`src/rtl/tile_map_fetcher.sv`:
```
// Tile map fetcher: turns the VGA scan position into tile / tile-local coordinates,
// looks up the 4-bit sprite code in the level map, and owns the map RAM with its clear engine.
module tile_map_fetcher #(
    parameter int H_ACTIVE = 640,
    parameter int V_ACTIVE = 480,
    parameter int TILE_W   = 32,
    parameter int TILE_H   = 32,
    parameter int MAP_COLS = 20,
    parameter int MAP_ROWS = 15
) (
    input  logic       i_Clk,
    input  logic       i_Rst_n,
    input  logic [9:0] i_Col_Count,
    input  logic [9:0] i_Row_Count,
    input  logic       i_Clear,
    input  logic       i_Wr_En,
    input  logic [4:0] i_Wr_X,
    input  logic [3:0] i_Wr_Y,
    input  logic [3:0] i_Wr_Sprite,
    output logic       o_Wr_Ack,
    output logic       o_Wr_Err,
    output logic       o_Busy,
    output logic       o_Valid,
    output logic [4:0] o_Tile_X,
    output logic [3:0] o_Tile_Y,
    output logic [4:0] o_Local_X,
    output logic [4:0] o_Local_Y,
    output logic [3:0] o_Sprite
);

    localparam int TXB       = $clog2(TILE_W);
    localparam int TYB       = $clog2(TILE_H);
    localparam int MAP_DEPTH = MAP_COLS * MAP_ROWS;
    localparam logic [8:0] LAST_ADDR = 9'(MAP_DEPTH - 1);

    typedef enum logic {
        ST_CLEAR = 1'b0,
        ST_RUN   = 1'b1
    } state_t;

    state_t     state_q, state_d;
    logic [8:0] clr_addr_q, clr_addr_d;
    logic       busy_q, busy_d;

    logic       wr_in_range_s, wr_accept_s;
    logic [8:0] wr_addr_s;
    logic       ram_we_s;
    logic [8:0] ram_waddr_s;
    logic [3:0] ram_wdata_s;

    logic [4:0] tile_x_s, local_x_s, local_y_s;
    logic [3:0] tile_y_s;
    logic       vis_s;
    logic [8:0] rd_addr_s;

    logic [4:0] s1_tile_x_q, s1_local_x_q, s1_local_y_q;
    logic [3:0] s1_tile_y_q;
    logic       s1_vis_q;
    logic [8:0] s1_addr_q;
    logic       show_s;

    logic       ack_q, err_q, valid_q;
    logic [4:0] tile_x_q, local_x_q, local_y_q;
    logic [3:0] tile_y_q, sprite_q;

    logic [3:0] mem_q [0:MAP_DEPTH-1];

    // Clear engine sequencing: CLEAR walks every address once, RUN waits for a clear request.
    always_comb begin
        state_d    = state_q;
        clr_addr_d = clr_addr_q;
        case (state_q)
            ST_CLEAR: begin
                if (clr_addr_q == LAST_ADDR) begin
                    state_d    = ST_RUN;
                    clr_addr_d = 9'd0;
                end else begin
                    clr_addr_d = clr_addr_q + 9'd1;
                end
            end
            ST_RUN: begin
                if (i_Clear) begin
                    state_d    = ST_CLEAR;
                    clr_addr_d = 9'd0;
                end else begin
                    clr_addr_d = 9'd0;
                end
            end
            default: begin
                state_d    = ST_CLEAR;
                clr_addr_d = 9'd0;
            end
        endcase
        busy_d = (state_d == ST_CLEAR);
    end

    // A clear request in the same cycle takes priority, so the write is dropped.
    always_comb begin
        wr_in_range_s = (i_Wr_X < 5'(MAP_COLS)) && (i_Wr_Y < 4'(MAP_ROWS));
        wr_accept_s   = i_Wr_En && (state_q == ST_RUN) && !i_Clear && wr_in_range_s;
        wr_addr_s     = 9'(i_Wr_Y) * 9'(MAP_COLS) + 9'(i_Wr_X);
        if (state_q == ST_CLEAR) begin
            ram_we_s    = 1'b1;
            ram_waddr_s = clr_addr_q;
            ram_wdata_s = 4'h0;
        end else begin
            ram_we_s    = wr_accept_s;
            ram_waddr_s = wr_addr_s;
            ram_wdata_s = i_Wr_Sprite;
        end
    end

    // Power-of-two tiles make the divide / modulo plain bit slices.
    always_comb begin
        tile_x_s  = 5'(i_Col_Count >> TXB);
        tile_y_s  = 4'(i_Row_Count >> TYB);
        local_x_s = 5'(i_Col_Count[TXB-1:0]);
        local_y_s = 5'(i_Row_Count[TYB-1:0]);
        vis_s     = (i_Col_Count < 10'(H_ACTIVE)) && (i_Row_Count < 10'(V_ACTIVE));
        if (vis_s) begin
            rd_addr_s = 9'(tile_y_s) * 9'(MAP_COLS) + 9'(tile_x_s);
        end else begin
            rd_addr_s = 9'd0;
        end
    end

    // Masking on both busy_q and busy_d keeps o_Valid low on every cycle o_Busy is high
    // and on the final clear cycle, whose last address is still being zeroed.
    assign show_s = s1_vis_q && !busy_q && !busy_d;

    // Control state and write handshake pulses.
    always_ff @(posedge i_Clk or negedge i_Rst_n) begin
        if (!i_Rst_n) begin
            state_q    <= ST_CLEAR;
            clr_addr_q <= 9'd0;
            busy_q     <= 1'b1;
            ack_q      <= 1'b0;
            err_q      <= 1'b0;
        end else begin
            state_q    <= state_d;
            clr_addr_q <= clr_addr_d;
            busy_q     <= busy_d;
            ack_q      <= wr_accept_s;
            err_q      <= i_Wr_En && !wr_accept_s;
        end
    end

    // Map storage has no reset; the clear engine zeroes it instead.
    always_ff @(posedge i_Clk) begin
        if (ram_we_s) begin
            mem_q[ram_waddr_s] <= ram_wdata_s;
        end
    end

    // Stage 1: coordinate split and map address.
    always_ff @(posedge i_Clk or negedge i_Rst_n) begin
        if (!i_Rst_n) begin
            s1_tile_x_q  <= 5'd0;
            s1_tile_y_q  <= 4'd0;
            s1_local_x_q <= 5'd0;
            s1_local_y_q <= 5'd0;
            s1_vis_q     <= 1'b0;
            s1_addr_q    <= 9'd0;
        end else begin
            s1_tile_x_q  <= tile_x_s;
            s1_tile_y_q  <= tile_y_s;
            s1_local_x_q <= local_x_s;
            s1_local_y_q <= local_y_s;
            s1_vis_q     <= vis_s;
            s1_addr_q    <= rd_addr_s;
        end
    end

    // Stage 2: read-first RAM read plus delayed coordinates.
    always_ff @(posedge i_Clk or negedge i_Rst_n) begin
        if (!i_Rst_n) begin
            valid_q   <= 1'b0;
            sprite_q  <= 4'h0;
            tile_x_q  <= 5'd0;
            tile_y_q  <= 4'd0;
            local_x_q <= 5'd0;
            local_y_q <= 5'd0;
        end else begin
            valid_q   <= show_s;
            sprite_q  <= show_s ? mem_q[s1_addr_q] : 4'h0;
            tile_x_q  <= s1_vis_q ? s1_tile_x_q  : 5'd0;
            tile_y_q  <= s1_vis_q ? s1_tile_y_q  : 4'd0;
            local_x_q <= s1_vis_q ? s1_local_x_q : 5'd0;
            local_y_q <= s1_vis_q ? s1_local_y_q : 5'd0;
        end
    end

    assign o_Wr_Ack  = ack_q;
    assign o_Wr_Err  = err_q;
    assign o_Busy    = busy_q;
    assign o_Valid   = valid_q;
    assign o_Tile_X  = tile_x_q;
    assign o_Tile_Y  = tile_y_q;
    assign o_Local_X = local_x_q;
    assign o_Local_Y = local_y_q;
    assign o_Sprite  = sprite_q;

endmodule

```
`config.mk`:
```
export PLATFORM = sky130hd
export DESIGN_NAME = tile_map_fetcher
export DESIGN_NICKNAME = d
export VERILOG_FILES = /design/src/rtl/tile_map_fetcher.sv
export SDC_FILE = /design/constraint.sdc
export NUM_CORES = 1
export LEC_CHECK = 0
export BUFFER_PORTS_ARGS = -buffer_cell sky130_fd_sc_hd__buf_2
export CAP_MARGIN = 20
export CORE_MARGIN = 2
export CORE_UTILIZATION = 55
export DETAILED_ROUTE_END_ITERATION = 12
export PLACE_DENSITY = 0.74
export SLEW_MARGIN = 5
export SYNTH_ARGS = -nofsm -noshare
export SYNTH_HDL_FRONTEND = slang
export SYNTH_SLANG_ARGS = --single-unit
```
`constraint.sdc`:
```
create_clock -name i_Clk -period 6.8 [get_ports i_Clk]
set_input_delay 2.04 -clock i_Clk [delete_from_list [all_inputs] [get_ports i_Clk]]
set_output_delay 2.04 -clock i_Clk [all_outputs]
set_load 0.01 [all_outputs]
```
# Yosys cells after proc, flatten, opt, wreduce, memory -nomap -nowiden
# Memories as Yosys holds them, arrays and structs flattened.
# Cells that the tools add are included.
dict set report totals {
  regBits 66
  ram_bits 1200
  inputBits 37
  elab_cells 57
  n_memories 1
}
# memory depth width read_ports rd_clocked_by_memory_dff wr line
set mem_list {}
lappend mem_list {mem_q 300 4 1 0 1 66} ;# logic [3:0] mem_q [0:MAP_DEPTH-1];
dict set report op_classes {
  n_addsub 3
  mul 2
  order_cmp 4
  n_eq_ne 1
  muxes 16
  bitwise_logic 2
  reduce_logical 11
}
# cell count
set ops {}
lappend ops {{two-way mux 9 bit} 3}
lappend ops {{adder 9 x 5 -> 9 bit} 2}
lappend ops {{one-hot mux 9 bit (2 select lines)} 1}
lappend ops {{two-way mux 5 bit} 3}
lappend ops {{multiplier 4 x 3 -> 7 bit, second input constant} 2}
lappend ops {{two-way mux 4 bit} 3}
lappend ops {{< comparator 10 bit, second input constant} 1}
lappend ops {{< comparator 10 x 9 -> 1 bit, second input constant} 1}
lappend ops {{adder 9 x 1 -> 9 bit, second input constant} 1}
lappend ops {{== test 9 bit, second input constant} 1}
lappend ops {{logical AND 1 bit} 8}
lappend ops {{< comparator 5 bit, second input constant} 1}
lappend ops {{two-way mux 1 bit} 5}
lappend ops {{< comparator 4 bit, second input constant} 1}
lappend ops {{logical NOT 1 bit} 3}
lappend ops {{inverter 1 bit} 2}
lappend ops {{one-hot mux 1 bit (2 select lines)} 1}

# Logic depth before layout (Yosys ltp)
# Gate-level depths: netlist of run 1.
dict set report depth {
  ltp_word 6
  depth_mapped 11
  ltp_nobuf 9
}

# Worst setup path after synthesis of run 1
# No wires, ideal clock.
dict set report synth_timing {
  path_type {input-to-reg}
  from {input port i_Wr_Sprite[0]}
  to {memory mem_q[0][0], data pin}
  setup_time_ns 0.981
  arrival_time_ns 5.807
  required_time_ns 5.819
  setup_slack_ns 0.012
  stages 1
  path_cell_list {and2_1}
}
dict set report synth_via {
  elab_chain_len 1
}
# element line
set synth_lines {}
lappend synth_lines {{start, declared} 19} ;# input logic [3:0] i_Wr_Sprite,
lappend synth_lines {{two-way mux 4 bit} 102} ;# if (state_q == ST_CLEAR) begin
lappend synth_lines {{end, declared} 66}
# Every way passes these cells.

# Final worst setup path of run 1
dict set report layout_timing {
  from {input port i_Wr_Y[1]}
  to {memory mem_q[225][1] (enable)}
}
dict set report layout_via {
  elab_chain_len 6
  word_cells_on_any_way 9
  classes_between {add/sub (1); mul (1); order compare (1); mux (4); reduce/logical (2)}
}
# element line
set layout_lines {}
lappend layout_lines {{start, declared} 18} ;# input logic [3:0] i_Wr_Y,
lappend layout_lines {{branches (longest 6 deep; another with adder 9 x 5 -> 9 bit)} --}
# Parallel ways; which one is timed is not known.

==> qor.txt, run 1 <==
Status = finished, final reports clean
Number of synthesized flops with an enable pin = 1200
Clock Tree Root = clkbuf_16
Core area = 91200 sq um
Post-synth cell types = 72
Number of DRC markers in iteration 0 = 3842
Chip width = 307 um
Post-DP HPWL = 70.2 mm
Max cap viols = 0
Net Count, Synth = 2670
Proportion of layout cells with a drive suffix above 1 = 22.4%
Final WL = 119 mm
Setup CP Type = input port to register
Cells on worst reg2reg path = 7
Arr. time, crit path = 5620 ps
Sequential share of the synthesized area = 74.7%
Routed via count = 26179
NumNets Final = 2756
Worst Hold Class = register to register
Antenna violations before repair = 0
Via/cell ratio = 6.57
# IOs = 64
Area Growth Syn to Fin = 10.8%
Post-CTS Hold Fix Bufs = 0
RSZ-0062 raised after global routing = false
CTS clk-pin slew, worst paths = 60 ps
Area of the multi-input gates = 11900 sq um
FF/Latch Area = 37700 sq um
Critical Path RT = 7120 ps
Slack of the critical path = 1500 ps
Avg Cell Area, Syn = 19.3 sq um
Die Y = 307 um
Largest net degree at the start of global routing = 197
Min cycle time layout = 5300 ps
Final setup viols = 0
Drt wl/cell = 29.9 um
Hold Path Cell Cnt = 1
Pwr Density = 276 nW/um^2
Starting Density = 55.3%
Worst slack, placed = 849 ps
Hold violation total from the final report = 0
Full die area = 94100 sq um
Postcts setup bufs = 0
Rel. slew slack = 22.2%
Tcrit/Tclk final = 77.9%
Setup skew after layout = 29.5 ps
Port Buffers = 63
Number of H-tree levels = 3
Post-Synthesis Cell Area = 50400 sq um
M1 wire length = 44.7 mm
First-pass GRT wire length = 176 mm
Vias in the first global route = 26365
Met2 wire len = 58.0 mm
Met3 wire len = 11.8 mm
TritonRoute pass-1 iters = 7
Worst-Skew Late Latency = 710 ps
FILL cells = 6090
Setup tns final = 0 ps
Gr usage total = 25.6%
Least-Margin Pin Slew = 1160 ps
Gpl congestion = 0.863
Global route overflow = 0
Cts bufs inserted = 119
Longest Clk Path Bufs = 3
Worst setup EP type = register
Most used DFF post-synth = edfxtp_1
FMAX = 189 MHz
Setup crit start kind = input port
Final slew viol count = 0
Synth async-reset ratio = 5.21%
Cts repair resizes = 0
Synth warn = 0
Sink Count = 1266
Leak Pwr = 14.1 nW
Peak supply drop = 0.247 mV
Drt drc = 0
Cell row count = 111
CTS tree = done
Synth Instances = 2614
Routed Antenna Nets = 0
Number of synthesized register bits = 1266
Crit Path Max Fanout = 24
Uppermost layer routed = met4
cells by family (layout without fill, tap and decap cells):
kind of cell / Yosys count / count (layout) / share of synthesized area [%]
other: 0 / 1 / 0
DFF: 1266 / 1266 / 74.7
xor gates and xnor gates: 15 / 15 / 0.260
muxes: 384 / 384 / 14.1
and+or+nand+nor: 535 / 535 / 5.41
adders and majority gates: 19 / 19 / 0.531
AOI/OAI and AO/OA: 220 / 220 / 3.20
buffers and inverters: 175 / 359 / 1.79
synthesized netlist by cell type (all sizes together) (3+ instances only):
cell type     n  area [sq um]
xor2          7          61.3
edfxtp     1200         36000
nor2b        15          93.8
a31oi        10          68.8
inv          10          37.5
nand2        44           165
buf         101           627
mux2          4          45.0
or2           3          18.8
nor4          8          50.1
a221oi        3          26.3
ha           15           188
a2111oi       7          65.1
nor3        101           505
clkbuf       64           240
o22ai        31           194
a221o         4          40.0
a21o         10          76.3
nand4b        5          50.0
nand4        15           124
and2         32           200
mux2i       120          1200
a32oi         3          26.3
a41oi         4          35.0
nor2        239          1030
a32o          3          30.0
xnor2         8          70.1
fa            4          80.1
dfrtp        65          1630
o22a          4          35.0
o21ai        12          60.1
mux4        260          5860
or3b          3          26.3
nand3        40           225
a22o          3          26.3
a31o          3          26.3
a21oi        30           154
o221ai       11          96.3
or3           8          55.1
nand2b        9          56.3
a22oi        70           526
nand3b        8          85.1
layer usage:
metal / global-route usage [%] / vias to the layer above
li1: - / 10813
met1: 36.0 / 13517
met2: 41.0 / 1591
met3: 4.22 / 258
met4: 9.67 / 0
met5: 0 / -
power by group:
part           switching, W  internal, W  leakage, nW
registers         0.0000232      0.00842         9.12
clock network       0.00280      0.00371         1.87
logic              0.000297     0.000172         3.15
cell type report:
type / count / area share, %
multi-input cells: 1173 / 21.2
repair buffers: 130 / 1.75
clock buffers: 148 / 5.60
inverters: 10 / 0.0672
diodes: 1 / 0.00448
clock inverters: 71 / 1.23
well taps: 1186 / 2.66
flip-flops and latches: 1266 / 67.5
sequential cells by signal (all words and copies together) (netlist names), 4 cells and up:
name          count
s1_local_y_q      5
o_Local_Y         5
s1_tile_x_q       5
o_Tile_Y          4
o_Sprite          4
s1_local_x_q      5
mem_q          1200
o_Tile_X          5
s1_tile_y_q       4
o_Local_X         5
s1_addr_q         9
clr_addr_q        9
stage by stage:
| step | hold WS, ps | cells | cell area [sq um] | power (W) | utilization [%] |
|---|---|---|---|---|---|
| after global routing | 474 | 3984 | 55900 | 0.0158 | 61.2 |
| after floorplan | 434 | 2614 | 50400 | 0.00891 | - |
| after global placement | 437 | 3760 | 52000 | 0.00906 | 56.9 |
| final | 449 | 3985 | 55900 | 0.0154 | 61.2 |
| after detailed placement | 445 | 3764 | 52000 | 0.00907 | 57.0 |
| after CTS | 456 | 3983 | 55800 | 0.0155 | 61.2 |
worst max-delay path, cell delays in order:
cell and delay, ps:
buf_2 130, ha_1 300, ha_1 210, fa_1 550, nand2_1 120, o211ai_1 170, a31o_2 690, nand3_1 470
buf_4 390, nor3_1 520
path summary, 6_finish.rpt:
check	from	to	slack [ps]
max reg2reg	s1_addr_q[2]$_DFF_PN0_	o_Sprite[3]$_DFF_PN0_	2380
max	i_Wr_Y[1]	mem_q[225][1]$_DFFE_PP_	1500
min in group asynchronous	i_Rst_n	o_Tile_Y[2]$_DFF_PN0_	1490
min	s1_local_y_q[1]$_DFF_PN0_	o_Local_Y[1]$_DFF_PN0_	450
min reg2reg	s1_local_y_q[1]$_DFF_PN0_	o_Local_Y[1]$_DFF_PN0_	450
max in group asynchronous	i_Rst_n	s1_addr_q[1]$_DFF_PN0_	4620
layout by cell type, fill, tap and decap left out, types with 15 or more instances in the layout:
cell type,count
buf_4,57
clkinv_2,21
nor3_1,101
and2_1,28
edfxtp_1,1200
nor2_2,20
ha_1,15
buf_2,62
dfrtp_1,61
clkbuf_16,120
mux4_2,260
nand2_1,43
nor2_1,208
a21oi_1,29
nand3_1,38
a22oi_1,70
clkbuf_1,26
o22ai_1,31
mux2i_1,120
clkinv_1,27
Power figures use the tool's default switching activity.
==> inputs of run 2 (changes only) <==
- PLACE_DENSITY: 0.74 -> 0.77
- clock period: 6.8 -> 4.8 ns (I/O delays scaled with it)
==> qor.txt, run 2 (synthesis results as in run 1) <==
Core area = 91200 sq um
FF/Latch Area = 37700 sq um
Tcrit/Tclk final = 88.8%
FILL cells = 5914
Most common cell after layout, fill and taps aside = edfxtp_1
Final WL = 122 mm
Clock Tree Root = clkbuf_16
Combinational power share = 3.1%
Cts bufs inserted = 117
Gr usage total = 26.2%
Setup crit start kind = input port
NumNets Final = 2864
Drt drc = 0
Max reg flops = 1200
Post-DP HPWL = 71.9 mm
Cell row count = 111
Hold violation total from the final report = 0
# IOs = 64
Cell Chain, Critical Path = buf_2 > ha_1 > fa_1 > xnor2_1 > a21o_1 > a211oi_2 > nand4b_1 > buf_4 > nor2_1
Proportion of layout cells with a drive suffix above 1 = 25.5%
Via/cell ratio = 6.52
Global route overflow = 0
Largest register by flop count = mem_q
Arr. time, crit path = 4620 ps
Area Growth Syn to Fin = 13.0%
Final setup viols = 0
Cts repair resizes = 0
Area of the multi-input gates = 11900 sq um
Number of DRC markers in iteration 0 = 3461
Peak supply drop = 0.473 mV
Status = finished, final reports clean
Worst-Skew Late Latency = 710 ps
Rel. slew slack = 22.1%
Setup CP Type = input port to register
Final Hold Slack = 456 ps
Switching share of power = 20.2%
Largest net degree at the start of global routing = 157
Full die area = 94100 sq um
Crit Path Max Fanout = 16
First-pass GRT wire length = 180 mm
Max cap viols = 0
Pwr Density = 389 nW/um^2
Sink Count = 1266
Crit-path max cell delay = 990 ps
Post-CTS Hold Fix Bufs = 0
Number of H-tree levels = 3
Routed via count = 26691
Final slew viol count = 0
Clock power share = 42.8%
Least-Margin Pin Slew = 1170 ps
Vias in the first global route = 27586
RSZ-0062 raised after global routing = false
Routed Antenna Nets = 0
Biggest regs = mem_q x1200, clr_addr_q x9, s1_addr_q x9
Antenna diodes = 0
NetSw = 0.00447 W
Internal power = 0.0177 W
Port Buffers = 63
Postcts setup bufs = 0
CTS clk-pin slew, worst paths = 60 ps
Longest Clk Path Bufs = 3
Setup skew after layout = 30.0 ps
FMAX = 235 MHz
Drt wl/cell = 29.8 um
Worst Hold Class = register to register
Most frequent cells in the layout = edfxtp_1 (1200), mux4_2 (260), nor2_1 (208)
Setup tns final = 0 ps
Min cycle time layout = 4260 ps
Antenna violations before repair = 3
Gpl congestion = 0.862
Chip width = 307 um
Sequential share of power = 54.1%
Die Y = 307 um
TritonRoute pass-1 iters = 7
Worst setup EP type = register
Starting Density = 55.3%
Critical Path RT = 5160 ps
Slowest cell on crit path = a211oi_2
CTS tree = done
Leak Pwr = 14.8 nW
[run 2: changes by cell type in the layout (fill, tap and decap cells not counted), sizes merged]
| cell | before | now |
|---|---|---|
| buf | 130 | 240 |
| clkinv | 50 | 51 |
| clkinvlp | 3 | 6 |
| diode | 1 | 0 |
| inv | 16 | 12 |
| clkbuf | 148 | 141 |
| bufinv | 12 | 18 |
[run 2: power groups by stage]
stage | Combinational (W) | Clock, W | Sequential (W)
3_3_place_gp | 0.000653 | 0 | 0.0122
4_1_cts | 0.000672 | 0.00955 | 0.0120
2_1_floorplan | 0.000457 | 0 | 0.0122
6_report | 0.000683 | 0.00948 | 0.0120
3_5_place_dp | 0.000667 | 0 | 0.0122
5_1_grt | 0.000720 | 0.00993 | 0.0120
[run 2: path summary, 6_finish.rpt]
path / start / depth (start not counted) / endpoint / slack [ps]
max: i_Wr_Y[0] / 9 / mem_q[80][2]$_DFFE_PP_ / 540
min: s1_local_y_q[2]$_DFF_PN0_ / 1 / o_Local_Y[2]$_DFF_PN0_ / 460
max reg2reg: s1_addr_q[0]$_DFF_PN0_ / 8 / o_Sprite[1]$_DFF_PN0_ / 870
min reg2reg: s1_local_y_q[2]$_DFF_PN0_ / 1 / o_Local_Y[2]$_DFF_PN0_ / 460
max in group asynchronous: i_Rst_n / 3 / o_Busy$_DFF_PN1_ / 3290
min in group asynchronous: i_Rst_n / 1 / s1_tile_y_q[3]$_DFF_PN0_ / 620
[run 2: cell type report]
type,instances,share of cell area (%)
Multi-Input combinational cell,1173,20.8
Clock buffer,141,5.33
Inverter,10,0.0659
Tap cell,1186,2.60
Sequential cell,1266,66.2
Clock inverter,77,1.57
Timing Repair Buffer,240,3.43
[run 2: stage by stage]
step,utilization [%],instance area (sq um),cells,total power (W),setup WS (ps)
after floorplan,-,50400,2614,0.0126,265
after global placement,58.1,53000,3874,0.0129,-56.6
after detailed placement,58.1,53000,3874,0.0129,-122
after CTS,62.4,57000,4092,0.0222,605
after global routing,62.4,57000,4093,0.0226,419
final,62.4,57000,4093,0.0221,538
[run 2: critical path, delay by kind of cell]
family | cells | cell delay (ps)
AND/OR/NAND/NOR | 2 | 600
adder cells (fa/ha/maj) | 2 | 630
AO/OA/AOI/OAI | 2 | 1310
buffers and inverters | 2 | 420
XOR/XNOR | 1 | 200
[run 2: per-layer routing]
metal / GRT usage [%] / vias to the layer above / share of wire, %
li1: - / 11029 / -
met1: 35.0 / 13772 / 37
met5: 0 / - / 0.0099
met4: 10.5 / 2 / 4.0
met3: 4.65 / 276 / 9.5
met2: 43.2 / 1612 / 50
